$ cat src/rtl/mult_arbiter.sv
// mult_arbiter: arbitrates two requesters onto one shared iterative multiplier.
// Define MULT_ARB_RR_EN for round-robin grants; otherwise req0 has fixed priority.
`ifndef WORD
`define WORD 64
`endif

module mult_arbiter #(
    parameter int SIZE = `WORD
) (
    input  logic            clk,
    input  logic            reset_n,
    input  logic            req0_valid,
    input  logic [SIZE-1:0] req0_a,
    input  logic [SIZE-1:0] req0_b,
    input  logic [1:0]      req0_mode,
    output logic            req0_ack,
    input  logic            req1_valid,
    input  logic [SIZE-1:0] req1_a,
    input  logic [SIZE-1:0] req1_b,
    input  logic [1:0]      req1_mode,
    output logic            req1_ack,
    output logic            resp_valid,
    output logic            resp_id,
    output logic [SIZE-1:0] resp_result,
    output logic            busy,
    output logic [SIZE-1:0] mult_multiplicand,
    output logic [SIZE-1:0] mult_multiplier,
    output logic [1:0]      mult_mode,
    output logic            mult_start,
    input  logic [SIZE-1:0] mult_result,
    input  logic            mult_ready
);

    typedef enum logic [1:0] {IDLE, ISSUE, WAIT, RESP} state_t;

    state_t          state;
    logic [SIZE-1:0] lat_a;
    logic [SIZE-1:0] lat_b;
    logic [1:0]      lat_mode;
    logic            lat_id;
    logic            grant_any;
    logic            grant_id;

    // Acks are gated by reset_n so a request is never acknowledged during reset.
    assign grant_any = reset_n && (state == IDLE) && (req0_valid || req1_valid);

`ifdef MULT_ARB_RR_EN
    logic last_id;

    always_comb begin
        grant_id = 1'b0;
        if (req0_valid && req1_valid) begin
            grant_id = ~last_id;
        end else if (req1_valid) begin
            grant_id = 1'b1;
        end
    end

    always_ff @(posedge clk) begin
        if (!reset_n) begin
            last_id <= 1'b1;
        end else if (grant_any) begin
            last_id <= grant_id;
        end
    end
`else
    assign grant_id = ~req0_valid;
`endif

    assign req0_ack = grant_any && !grant_id;
    assign req1_ack = grant_any && grant_id;

    assign mult_multiplicand = lat_a;
    assign mult_multiplier   = lat_b;
    assign mult_mode         = lat_mode;

    // mult_start stays high in ISSUE until the multiplier is ready to accept it,
    // so an abandoned operation still running after reset is never disturbed.
    always_ff @(posedge clk) begin
        if (!reset_n) begin
            state       <= IDLE;
            mult_start  <= 1'b0;
            resp_valid  <= 1'b0;
            busy        <= 1'b0;
            resp_id     <= 1'b0;
            resp_result <= '0;
            lat_a       <= '0;
            lat_b       <= '0;
            lat_mode    <= 2'b00;
            lat_id      <= 1'b0;
        end else begin
            resp_valid <= 1'b0;
            case (state)
                IDLE: begin
                    if (grant_any) begin
                        lat_a      <= grant_id ? req1_a : req0_a;
                        lat_b      <= grant_id ? req1_b : req0_b;
                        lat_mode   <= grant_id ? req1_mode : req0_mode;
                        lat_id     <= grant_id;
                        mult_start <= 1'b1;
                        busy       <= 1'b1;
                        state      <= ISSUE;
                    end
                end
                ISSUE: begin
                    if (mult_ready) begin
                        mult_start <= 1'b0;
                        state      <= WAIT;
                    end
                end
                WAIT: begin
                    if (mult_ready) begin
                        resp_result <= mult_result;
                        resp_id     <= lat_id;
                        resp_valid  <= 1'b1;
                        state       <= RESP;
                    end
                end
                RESP: begin
                    busy  <= 1'b0;
                    state <= IDLE;
                end
                default: begin
                    mult_start <= 1'b0;
                    busy       <= 1'b0;
                    state      <= IDLE;
                end
            endcase
        end
    end

endmodule

$ cat config.mk
export PLATFORM = sky130hd
export DESIGN_NAME = mult_arbiter
export DESIGN_NICKNAME = d
export VERILOG_FILES = /design/src/rtl/mult_arbiter.sv
export SDC_FILE = /design/constraint.sdc
export NUM_CORES = 1
export LEC_CHECK = 0
export CORE_AREA = 2 2 205 207
export CTS_CLUSTER_SIZE = 30
export DETAILED_ROUTE_END_ITERATION = 10
export DIE_AREA = 0 0 207 209
export GPL_TIMING_DRIVEN = 0
export PLACE_DENSITY = 0.58
export SYNTH_ARGS = -nofsm -noshare
export SYNTH_HDL_FRONTEND = slang
export SYNTH_SLANG_ARGS = --single-unit
$ cat constraint.sdc
create_clock -name clk -period 2.25 [get_ports clk]
set_input_delay 0.3375 -clock clk [delete_from_list [all_inputs] [get_ports clk]]
set_output_delay 0.3375 -clock clk [all_outputs]
set_load 0.01 [all_outputs]
==> metrics.log, run 1 <==
INFO  metric run_status = completed
INFO  metric first_iter_violations = approximately 360
INFO  metric postLayoutCellArea = ~15000 um^2
INFO  metric clkSlewWorstSetupHoldPaths = about 0.060 ns
INFO  metric min_path_type = in2reg
INFO  metric timing.clock.skew = roughly 0.0055 ns
INFO  metric syn-mean-instance-area = 9.00 um^2
INFO  metric cts.sinks = 201
INFO  metric timing.critical_path.fanout_max = 11
INFO  metric synth-main-ff-cell = sky130_fd_sc_hd__dfxtp_1
INFO  metric avgRoutedWirePerCell = 17.5 um
INFO  metric fp-row-count = 75
INFO  metric floorplan.die.width = about 210 um
INFO  metric dpl.cell_count = approximately 2000
INFO  metric route.antenna.remaining_nets = 0
INFO  metric drc_errors = 0
INFO  metric achievable-frequency = about 470 MHz
INFO  metric grt_start_max_net_pins = 13
INFO  metric num-fill-cells = 4206
INFO  metric viasPerCell = roughly 4.3
INFO  metric fp.coreArea = 41300 um^2
INFO  metric grtUsageTotal = between 10% and 20%
INFO  metric synth.net_count = roughly 1200
INFO  metric starting_density_of_the_core = around a fifth
INFO  metric synth_largest_type_area_fraction = approximately half
INFO  metric irDropWorstVdd = about 0.00050 V
INFO  metric maximum_buffer_depth_of_the_clock_tree = 3
INFO  metric synth.top_cells.by_count = 266 x sky130_fd_sc_hd__nand2_1, 201 x sky130_fd_sc_hd__dfxtp_1, 130 x sky130_fd_sc_hd__nand3_1
INFO  metric power_density = 917 nW/um^2
INFO  metric fin_total_pwr = 13.7 mW
INFO  metric cell_accounting_for_the_most_synthesized_area = sky130_fd_sc_hd__dfxtp_1
INFO  metric synth.yosys.seq_area_share = 49.7%
INFO  metric final-setup-viol-count = 0
INFO  metric power.net_switching = about 4.4 mW
INFO  metric worst_r2r_path_depth = 10
INFO  metric fp.dieArea = ~43000 um^2
INFO  metric io_buffers = about 530
INFO  metric ctsHtreeMaxLevel = 1
INFO  metric gpl.final_weighted_congestion = around 0.87
INFO  metric ys_async_sr_fraction = 0%
INFO  metric area.growth.synth_to_final = 84.3%
INFO  metric element_type_at_the_critical_path_start = flop
INFO  metric final.hold.worst_slack = approximately 0.37 ns
INFO  metric ys_warn_count = 0
INFO  metric power_leakage = between 5 and 6 nW
INFO  metric via_count_of_the_first_global_routing_pass = about 8700
INFO  metric clock_power_share = 29.5%
INFO  metric worst_ep_required_time = around 1.9 ns
INFO  metric setup_repair_after_global_routing_missed_its_margin = false
INFO  metric cts.root.buffer_cell = sky130_fd_sc_hd__clkbuf_16
INFO  metric clock_insertion_delay_worst_skew = ~0.52 ns
INFO  metric maxSlewViolCount = 0
INFO  metric synthesis.area = between 8000 and 9000 um^2
INFO  metric final-hold-violation-count = 0
INFO  metric multi_input_gate_area_in_the_final_layout = between 3000 and 4000 um^2
INFO  metric routed_wl = between 30000 and 40000 um
INFO  metric cell_types_with_the_largest_area_share_after_synthesis = sky130_fd_sc_hd__dfxtp_1 50%, sky130_fd_sc_hd__a22oi_2 14%, sky130_fd_sc_hd__nand2_1 12%, sky130_fd_sc_hd__nand3_1 8.0%, sky130_fd_sc_hd__a21oi_1 4.1%
INFO  metric p_int = 9.26 mW
INFO  metric place_area = approximately 14000 um^2
INFO  metric comb_power_share = a little over a third
INFO  metric route.vias.total = roughly 8700
INFO  metric cp-end-kind = primary output
INFO  metric final_period_minus_worst_setup_slack = between 2 and 2.5 ns
INFO  metric number_of_enable_type_register_cells_in_the_synthesized_netlist = 0
INFO  metric cts_tree = built
INFO  metric detailedPlace.worstSlack = -0.763 ns
INFO  metric dp_hpwl = ~28000 um
INFO  metric grt_antenna_before_repair = 0
INFO  metric min_delay_path_depth = 3
INFO  metric globalRoute.totalOverflow = 0
INFO  metric yosysUniqueCellTypes = 27
INFO  metric regToRegSetupSlack = approximately 0.24 ns
INFO  metric syn_inst = 900
INFO  metric setup_slack = approximately 0.11 ns
INFO  metric worst_slew_pin_slew = about 0.69 ns
INFO  metric ff_latch_area = ~4000 um^2
INFO  metric synth.ff_latch_count = about 200
INFO  metric drv_cap = 0
INFO  metric slew_headroom = between 50% and 60%
INFO  metric die-height = 209 um
INFO  metric detail_route.first_pass.iterations = 6
INFO  metric finalNetCount = 1791
INFO  metric totalNegativeSetupSlack = 0 ns
INFO  metric cts_inserted_buffers = 25
INFO  metric yosysMostFrequentCell = sky130_fd_sc_hd__nand2_1
INFO  metric final_layout_size_suffix_gt1_share = roughly an eighth
INFO  metric antennaDiodeCount = 0
INFO  metric worstPathArrival = ~1.8 ns
INFO  metric finish.cell_count_without_fillers = around 2000
INFO  metric timing.final.crit_share = a little over nine tenths
INFO  metric first_pass_grt_wire_length = about 52000 um
INFO  metric worst-setup-path-type = reg2out
INFO  metric final_core_utilization = 36.2%
INFO  metric switching_share = 32.4%
INFO  metric boundaryPins = 529
INFO  metric sequential_share_of_power = between 30% and 40%
==> power by group through the flow <==
stage | Combinational, mW | Sequential, mW | Clock, mW
6_report | 5.00 | 4.66 | 4.05
5_1_grt | 5.39 | 4.74 | 4.33
3_5_place_dp | 5.01 | 4.73 | 0
4_1_cts | 5.10 | 4.66 | 4.16
2_1_floorplan | 1.86 | 5.00 | 0
3_3_place_gp | 4.99 | 4.70 | 0
==> timing repair <==
action / 4_1_cts / 5_1_grt
buffers inserted: 4 / 0
endpoints found under the setup margin: 2 / 1
cloned: 0 / 0
hold buffers: 0 / 0
gates resized for setup: 23 / 2
==> routing by layer <==
layer / track usage, % / vias to the layer above / part of all wire, %
met4: 4.53 / 0 / 2.2
met3: 5.14 / 53 / 9.0
met2: 28.6 / 400 / 51
met1: 16.8 / 4001 / 38
met5: 0 / - / 0
li1: - / 4260 / -
==> final timing paths <==
check | endpoint | from
worst max-delay path | req1_ack | state[1]$_SDFFE_PN0P_
worst min-delay path | resp_result[23]$_SDFFE_PN0P_ | mult_result[23]
worst max register to register | mult_multiplicand[18]$_SDFFE_PN0P_ | state[1]$_SDFFE_PN0P_
worst min register to register | mult_multiplier[1]$_SDFFE_PN0P_ | mult_multiplier[1]$_SDFFE_PN0P_
==> cell families (layout without fill, tap and decap cells) <==
family          count (synthesis)  count (layout)  share of synthesized area [%]
fa+ha+maj                       4               4                          0.618
flops                         201             201                           49.7
mux                             1               1                          0.124
buf+inv                        85             660                           6.19
simple gates                  403             403                           20.8
compound gates                206             206                           22.6
==> worst max-delay path, cell delays in order (launching register included) <==
cell	delay (ns)
sky130_fd_sc_hd__dfxtp_2	0.32
sky130_fd_sc_hd__inv_1	0.08
sky130_fd_sc_hd__ha_2	0.17
sky130_fd_sc_hd__buf_6	0.12
sky130_fd_sc_hd__and4b_1	0.22
sky130_fd_sc_hd__buf_6	0.20
sky130_fd_sc_hd__buf_2	0.17
==> placed cells by master, fill, tap and decap left out, drive strengths merged, types with 3 or more instances in the layout <==
cell type / netlist / routed
ha: 4 / 4
clkbuf: 35 / 68
inv: 3 / 3
o21ai: 3 / 3
a21oi: 67 / 67
dfxtp: 201 / 201
bufinv: 0 / 3
clkinv: 1 / 8
clkdlybuf4s50: 0 / 526
nand2: 266 / 266
a22oi: 130 / 130
nand3: 130 / 130
nor2: 4 / 4
buf: 46 / 51
==> layout make-up <==
| cell class | instances | area share [%] |
|---|---|---|
| Clock inverter | 11 | 0.913 |
| Timing Repair Buffer | 532 | 35.5 |
| Sequential cell | 201 | 27.0 |
| Tap cell | 539 | 4.51 |
| Multi-Input combinational cell | 614 | 24.0 |
| Buffer | 80 | 3.45 |
| Clock buffer | 33 | 4.59 |
| Inverter | 4 | 0.101 |
==> registers in the layout (all words and copies together), names as in the netlist <==
name and cells:
resp_valid 1, state 2, mult_mode 2, busy 1, lat_id 1, resp_id 1, mult_start 1, mult_multiplier 64
resp_result 64, mult_multiplicand 64
Power figures use the tool's default switching activity.
==> run 2: changes to the inputs <==
==> constraint.sdc (replaced) <==
create_clock -name clk -period 2.25 [get_ports clk]
set_input_delay 0.675 -clock clk [delete_from_list [all_inputs] [get_ports clk]]
set_output_delay 0.675 -clock clk [all_outputs]
set_load 0.01 [all_outputs]
==> metrics.log, run 2 (synthesis results as in run 1) <==
INFO  metric critPathTopFamily = buffers and inverters
INFO  metric drc_errors = 0
INFO  metric io_buffers = 528
INFO  metric final-hold-violation-count = 0
INFO  metric avgRoutedWirePerCell = 17.7 um
INFO  metric first_pass_grt_wire_length = roughly 52000 um
INFO  metric die-height = between 200 and 250 um
INFO  metric dp_hpwl = roughly 28000 um
INFO  metric final_layout_size_suffix_gt1_share = about 13%
INFO  metric power_density = roughly 920 nW/um^2
INFO  metric cp-end-kind = primary output
INFO  metric crit_path_cell_trace = dlygate4sd2_1, and4b_4, buf_6
INFO  metric cp_buf_inv_count = 2
INFO  metric floorplan.die.width = 207 um
INFO  metric area.growth.synth_to_final = 84.7%
INFO  metric maxSlewViolCount = 0
INFO  metric via_count_of_the_first_global_routing_pass = 8751
INFO  metric finalNetCount = about 1800
INFO  metric worstHoldStart = mult_mode[1]$_SDFFE_PN0P_
INFO  metric gpl.final_weighted_congestion = just under 0.9
INFO  metric critical-path-max-stage-delay = 0.42 ns
INFO  metric layout_common_cells = 522 x sky130_fd_sc_hd__clkdlybuf4s50_1, 266 x sky130_fd_sc_hd__nand2_1, 199 x sky130_fd_sc_hd__dfxtp_1
INFO  metric drv_cap = 0
INFO  metric clkSlewWorstSetupHoldPaths = 0.06 ns
INFO  metric grt_antenna_before_repair = 0
INFO  metric run_status = completed
INFO  metric globalRoute.totalOverflow = 0
INFO  metric final.hold.worst_slack = around 0.45 ns
INFO  metric ctsHtreeMaxLevel = 1
INFO  metric antennaDiodeCount = 0
INFO  metric worst-setup-path-type = in2out
INFO  metric element_type_at_the_critical_path_start = primary input
INFO  metric cell_with_the_biggest_individual_delay_on_the_critical_path = sky130_fd_sc_hd__and4b_4
INFO  metric cts.sinks = ~200
INFO  metric viasPerCell = ~4.3
INFO  metric setup_repair_after_global_routing_missed_its_margin = false
INFO  metric fp.dieArea = approximately 43000 um^2
INFO  metric cts_inserted_buffers = 25
INFO  metric route.antenna.remaining_nets = 0
INFO  metric power_leakage = between 5 and 6 nW
INFO  metric boundaryPins = about 530
INFO  metric worstPathArrival = 1.52 ns
INFO  metric regToRegSetupSlack = between 0.3 and 0.4 ns
INFO  metric layout.cells.most_common = sky130_fd_sc_hd__clkdlybuf4s50_1
INFO  metric timing.critical_path.fanout_max = 7
INFO  metric final-setup-viol-count = 0
INFO  metric worst_slew_pin_slew = around 0.67 ns
INFO  metric first_iter_violations = between 300 and 400
INFO  metric cts_tree = built
INFO  metric grtUsageTotal = ~16%
INFO  metric achievable-frequency = approximately 450 MHz
INFO  metric startpoint_of_the_most_critical_setup_path = req0_valid
INFO  metric routed_wl = between 30000 and 40000 um
INFO  metric worst_ep_required_time = approximately 1.6 ns
INFO  metric route.vias.total = between 8000 and 9000
INFO  metric irDropWorstVdd = 0.000501 V
INFO  metric fp.coreArea = between 40000 and 50000 um^2
INFO  metric clock_insertion_delay_worst_skew = between 0.5 and 0.6 ns
INFO  metric maximum_buffer_depth_of_the_clock_tree = 3
INFO  metric fp-row-count = 75
INFO  metric starting_density_of_the_core = roughly 20%
INFO  metric final_period_minus_worst_setup_slack = between 2 and 2.5 ns
INFO  metric num-fill-cells = 4207
INFO  metric cts.root.buffer_cell = sky130_fd_sc_hd__clkbuf_16
INFO  metric min_path_type = reg2reg
INFO  metric timing.final.crit_share = ~100%
INFO  metric final_core_utilization = between 30% and 40%
INFO  metric timing.clock.skew = approximately 0.0057 ns
INFO  metric launch_instance_of_the_worst_register_to_register_path = state[1]$_SDFFE_PN0P_
INFO  metric grt_start_max_net_pins = 13
INFO  metric slew_headroom = between 50% and 60%
INFO  metric detail_route.first_pass.iterations = 6
## run 2: changes by cell type in the layout (fill, tap and decap cells not counted), moves of 2 or more
cell	delta
sky130_fd_sc_hd__dlygate4sd2_1	+4
sky130_fd_sc_hd__buf_4	+7
sky130_fd_sc_hd__clkdlybuf4s50_1	-4
sky130_fd_sc_hd__buf_2	-3
sky130_fd_sc_hd__inv_1	-2
sky130_fd_sc_hd__inv_2	+2
## run 2: repair_timing
item	in CTS	in global routing
setup buffers	11	0
resized for setup	36	3
pin swaps	1	1
endpoints found under the setup margin	3	2
hold buffers	0	0
## run 2: worst paths after layout
check / to / cells past startpoint
max reg2reg: mult_multiplicand[19]$_SDFFE_PN0P_ / 8
min reg2reg: mult_mode[1]$_SDFFE_PN0P_ / 2
min: mult_mode[1]$_SDFFE_PN0P_ / 2
max: req1_ack / 3
## run 2: routing by layer
metal  GRT usage (%)  routed length [um]
met1            16.9               13600
met2            28.7               18100
met3            5.34                3200
met5               0                   0
met4            4.85                 783
## run 2: final cells by class
type | instances | area (um^2) | share of cell area, %
Inverter | 4 | 15.0 | 0.100
Tap cell | 539 | 674 | 4.50
Sequential cell | 201 | 4030 | 26.9
Clock buffer | 33 | 686 | 4.58
Timing Repair Buffer | 539 | 5370 | 35.8
Clock inverter | 11 | 136 | 0.911
Buffer | 76 | 468 | 3.13
Multi-Input combinational cell | 614 | 3600 | 24.0
## run 2: worst min-delay path, delay by kind of cell, from the launching register on
kind             cells  cell delay [ns]
AND/OR/NAND/NOR      2             0.10
flip-flops           1             0.31
## run 2: through the flow
step / cell area (um^2) / std cells / TNS (ns) / setup WS, ns / total power [mW]
2_1_floorplan: 8100 / 900 / 0 / 0.252 / 6.86
3_3_place_gp: 14100 / 1967 / -62.12 / -1.43 / 9.69
3_5_place_dp: 14100 / 1967 / -62.69 / -1.44 / 9.74
4_1_cts: 15000 / 2022 / -0.293 / -0.154 / 14.0
5_1_grt: 15000 / 2017 / 0 / 0.0109 / 14.5
6_report: 15000 / 2017 / 0 / 0.0505 / 13.8
## run 2: report_power, final
group / total, mW / switching, mW / internal (mW)
Sequential: 4.66 / 0.382 / 4.28
Combinational: 5.06 / 2.52 / 2.54
Clock: 4.05 / 1.58 / 2.48
Total: 13.8 / 4.48 / 9.30
==> run 3: changes to the inputs <==
==> config.mk (replaced) <==
export PLATFORM = sky130hd
export DESIGN_NAME = mult_arbiter
export DESIGN_NICKNAME = d
export VERILOG_FILES = /design/src/rtl/mult_arbiter.sv
export SDC_FILE = /design/constraint.sdc
export NUM_CORES = 1
export LEC_CHECK = 0
export CORE_AREA = 2 2 208 210
export CTS_CLUSTER_SIZE = 30
export DETAILED_ROUTE_END_ITERATION = 10
export DIE_AREA = 0 0 210 212
export GPL_TIMING_DRIVEN = 0
export PLACE_DENSITY = 0.57
export SYNTH_ARGS = -nofsm -noshare
export SYNTH_HDL_FRONTEND = slang
export SYNTH_SLANG_ARGS = --single-unit
==> metrics.log, run 3 (synthesis results as in run 1) <==
INFO  metric final_period_minus_worst_setup_slack = roughly 2.2 ns
INFO  metric starting_density_of_the_core = 19.1%
INFO  metric run_status = completed
INFO  metric via_count_of_the_first_global_routing_pass = a little under 9000
INFO  metric timing.critical_path.fanout_max = 7
INFO  metric cts_tree = built
INFO  metric route.vias.total = between 8000 and 9000
INFO  metric worst_slew_pin_slew = roughly 0.91 ns
INFO  metric die-height = around 210 um
INFO  metric avgRoutedWirePerCell = 19.0 um
INFO  metric io_buffers = 528
INFO  metric route.antenna.remaining_nets = 0
INFO  metric grtUsageTotal = between 15 and 20%
INFO  metric fp-row-count = between 70 and 80
INFO  metric gpl.final_weighted_congestion = roughly 0.82
INFO  metric power_density = 907 nW/um^2
INFO  metric dr_wl_met2 = slightly below 20000 um
INFO  metric worst-setup-path-type = in2out
INFO  metric element_type_at_the_critical_path_start = primary input
INFO  metric timing.clock.skew = 0.0203 ns
INFO  metric dp_hpwl = 30400 um
INFO  metric critPathTopFamily = buffers and inverters
INFO  metric fin_total_pwr = around 14 mW
INFO  metric met3WireLength = about 3700 um
INFO  metric min_path_type = reg2reg
INFO  metric cts_inserted_buffers = 24
INFO  metric routed_wl = approximately 38000 um
INFO  metric slew_headroom = between 30% and 40%
INFO  metric worstPathArrival = ~1.6 ns
INFO  metric crit_path_frequent_cell = sky130_fd_sc_hd__buf_6
INFO  metric drv_cap = 0
INFO  metric clock_insertion_delay_worst_skew = 0.54 ns
INFO  metric power_leakage = between 5 and 6 nW
INFO  metric achievable-frequency = 446 MHz
INFO  metric globalRoute.totalOverflow = 0
INFO  metric maximum_buffer_depth_of_the_clock_tree = 3
INFO  metric crit_path_cell_trace = dlygate4sd2_1, and4b_1, buf_6, buf_6
INFO  metric layout_common_cells = 518 x sky130_fd_sc_hd__clkdlybuf4s50_1, 266 x sky130_fd_sc_hd__nand2_1, 199 x sky130_fd_sc_hd__dfxtp_1
INFO  metric area.growth.synth_to_final = 84.5%
INFO  metric first_pass_grt_wire_length = ~56000 um
INFO  metric cts.sinks = 201
INFO  metric first_iter_violations = 349
INFO  metric irDropWorstVdd = roughly 0.00042 V
INFO  metric fp.dieArea = between 40000 and 50000 um^2
INFO  metric grt_start_max_net_pins = 12
INFO  metric setup_repair_after_global_routing_missed_its_margin = true
INFO  metric cell_with_the_biggest_individual_delay_on_the_critical_path = sky130_fd_sc_hd__dlygate4sd2_1
INFO  metric timing.final.crit_share = 99.7%
INFO  metric regToRegSetupSlack = around 0.24 ns
INFO  metric routed.top_layer = met5
INFO  metric final-hold-violation-count = 0
INFO  metric grt_antenna_before_repair = 5
INFO  metric detail_route.first_pass.iterations = 4
INFO  metric fp.coreArea = roughly 43000 um^2
INFO  metric cp_buf_inv_count = 3
INFO  metric ctsHtreeMaxLevel = 1
INFO  metric floorplan.die.width = between 200 and 250 um
INFO  metric route.layer.met1.wl = approximately 15000 um
INFO  metric cp-end-kind = primary output
INFO  metric finalNetCount = approximately 1800
INFO  metric cts.root.buffer_cell = sky130_fd_sc_hd__clkbuf_16
INFO  metric viasPerCell = 4.29
INFO  metric worst_ep_required_time = between 1.5 and 2 ns
INFO  metric clkSlewWorstSetupHoldPaths = about 0.05 ns
INFO  metric maxSlewViolCount = 0
INFO  metric final.hold.worst_slack = 0.445 ns
INFO  metric post_cts_hold_buffer_count = 0
INFO  metric layout.cells.most_common = sky130_fd_sc_hd__clkdlybuf4s50_1
INFO  metric boundaryPins = about 530
INFO  metric critical-path-max-stage-delay = 0.31 ns
INFO  metric final-setup-viol-count = 0
INFO  metric final_layout_size_suffix_gt1_share = about 13%
INFO  metric drc_errors = 0
[run 3: stage by stage]
| stage | util [%] | setup TNS, ns | instances | setup WS [ns] | area (um^2) |
|---|---|---|---|---|---|
| floorplan | - | 0 | 900 | 0.252 | 8100 |
| global placement | 33.1 | -68.86 | 1974 | -1.41 | 14100 |
| detailed placement | 33.1 | -71.47 | 1974 | -1.41 | 14100 |
| CTS | 35.2 | -0.421 | 2025 | -0.215 | 15000 |
| global route | 35.2 | -0.0974 | 2025 | -0.0974 | 14900 |
| finish | 35.2 | 0 | 2026 | 0.00678 | 15000 |
[run 3: path summary, 6_finish.rpt]
path | start | to | cells past startpoint
worst min-delay path | mult_multiplicand[47]$_SDFFE_PN0P_ | mult_multiplicand[47]$_SDFFE_PN0P_ | 2
worst min register to register | mult_multiplicand[47]$_SDFFE_PN0P_ | mult_multiplicand[47]$_SDFFE_PN0P_ | 2
worst max register to register | state[0]$_SDFFE_PN0P_ | resp_result[44]$_SDFFE_PN0P_ | 9
worst max-delay path | req0_valid | req1_ack | 4
[run 3: cell type report]
type                            instances  area, um^2
Timing Repair Buffer                  541        5380
Buffer                                 77         483
Clock buffer                           37         741
Inverter                                4        15.0
Fill cell                            4389       27600
Multi-Input combinational cell        614        3600
Tap cell                              546         683
Sequential cell                       201        4030
Antenna cell                            3        7.51
Clock inverter                          3        17.5
[run 3: worst reg2reg max path, cell delays in order (launching register included)]
cell                      delay (ns)
sky130_fd_sc_hd__dfxtp_2        0.33
sky130_fd_sc_hd__inv_2          0.05
sky130_fd_sc_hd__buf_4          0.13
sky130_fd_sc_hd__buf_4          0.12
sky130_fd_sc_hd__ha_1           0.23
sky130_fd_sc_hd__nand2_1        0.12
sky130_fd_sc_hd__buf_2          0.27
sky130_fd_sc_hd__buf_1          0.42
sky130_fd_sc_hd__nand2_1        0.10
sky130_fd_sc_hd__a21oi_1        0.15
[run 3: power by group]
part           switching (mW)  internal (mW)
Sequential              0.387           4.28
Combinational            2.56           2.53
Clock                    1.56           2.24
Total                    4.51           9.05
[run 3: repair_timing]
action | 4_1_cts | 5_1_grt
setup endpoints to repair | 15 | 4
gates cloned | 0 | 0
pin swaps | 2 | 1
setup buffers | 11 | 2
gates resized for setup | 39 | 5
[run 3: per-layer routing]
metal  vias up  GRT usage [%]
li1       4262              -
met1      4024           18.2
met2       364           30.6
met3        47           5.51
met4         2           4.48
met5         -              0
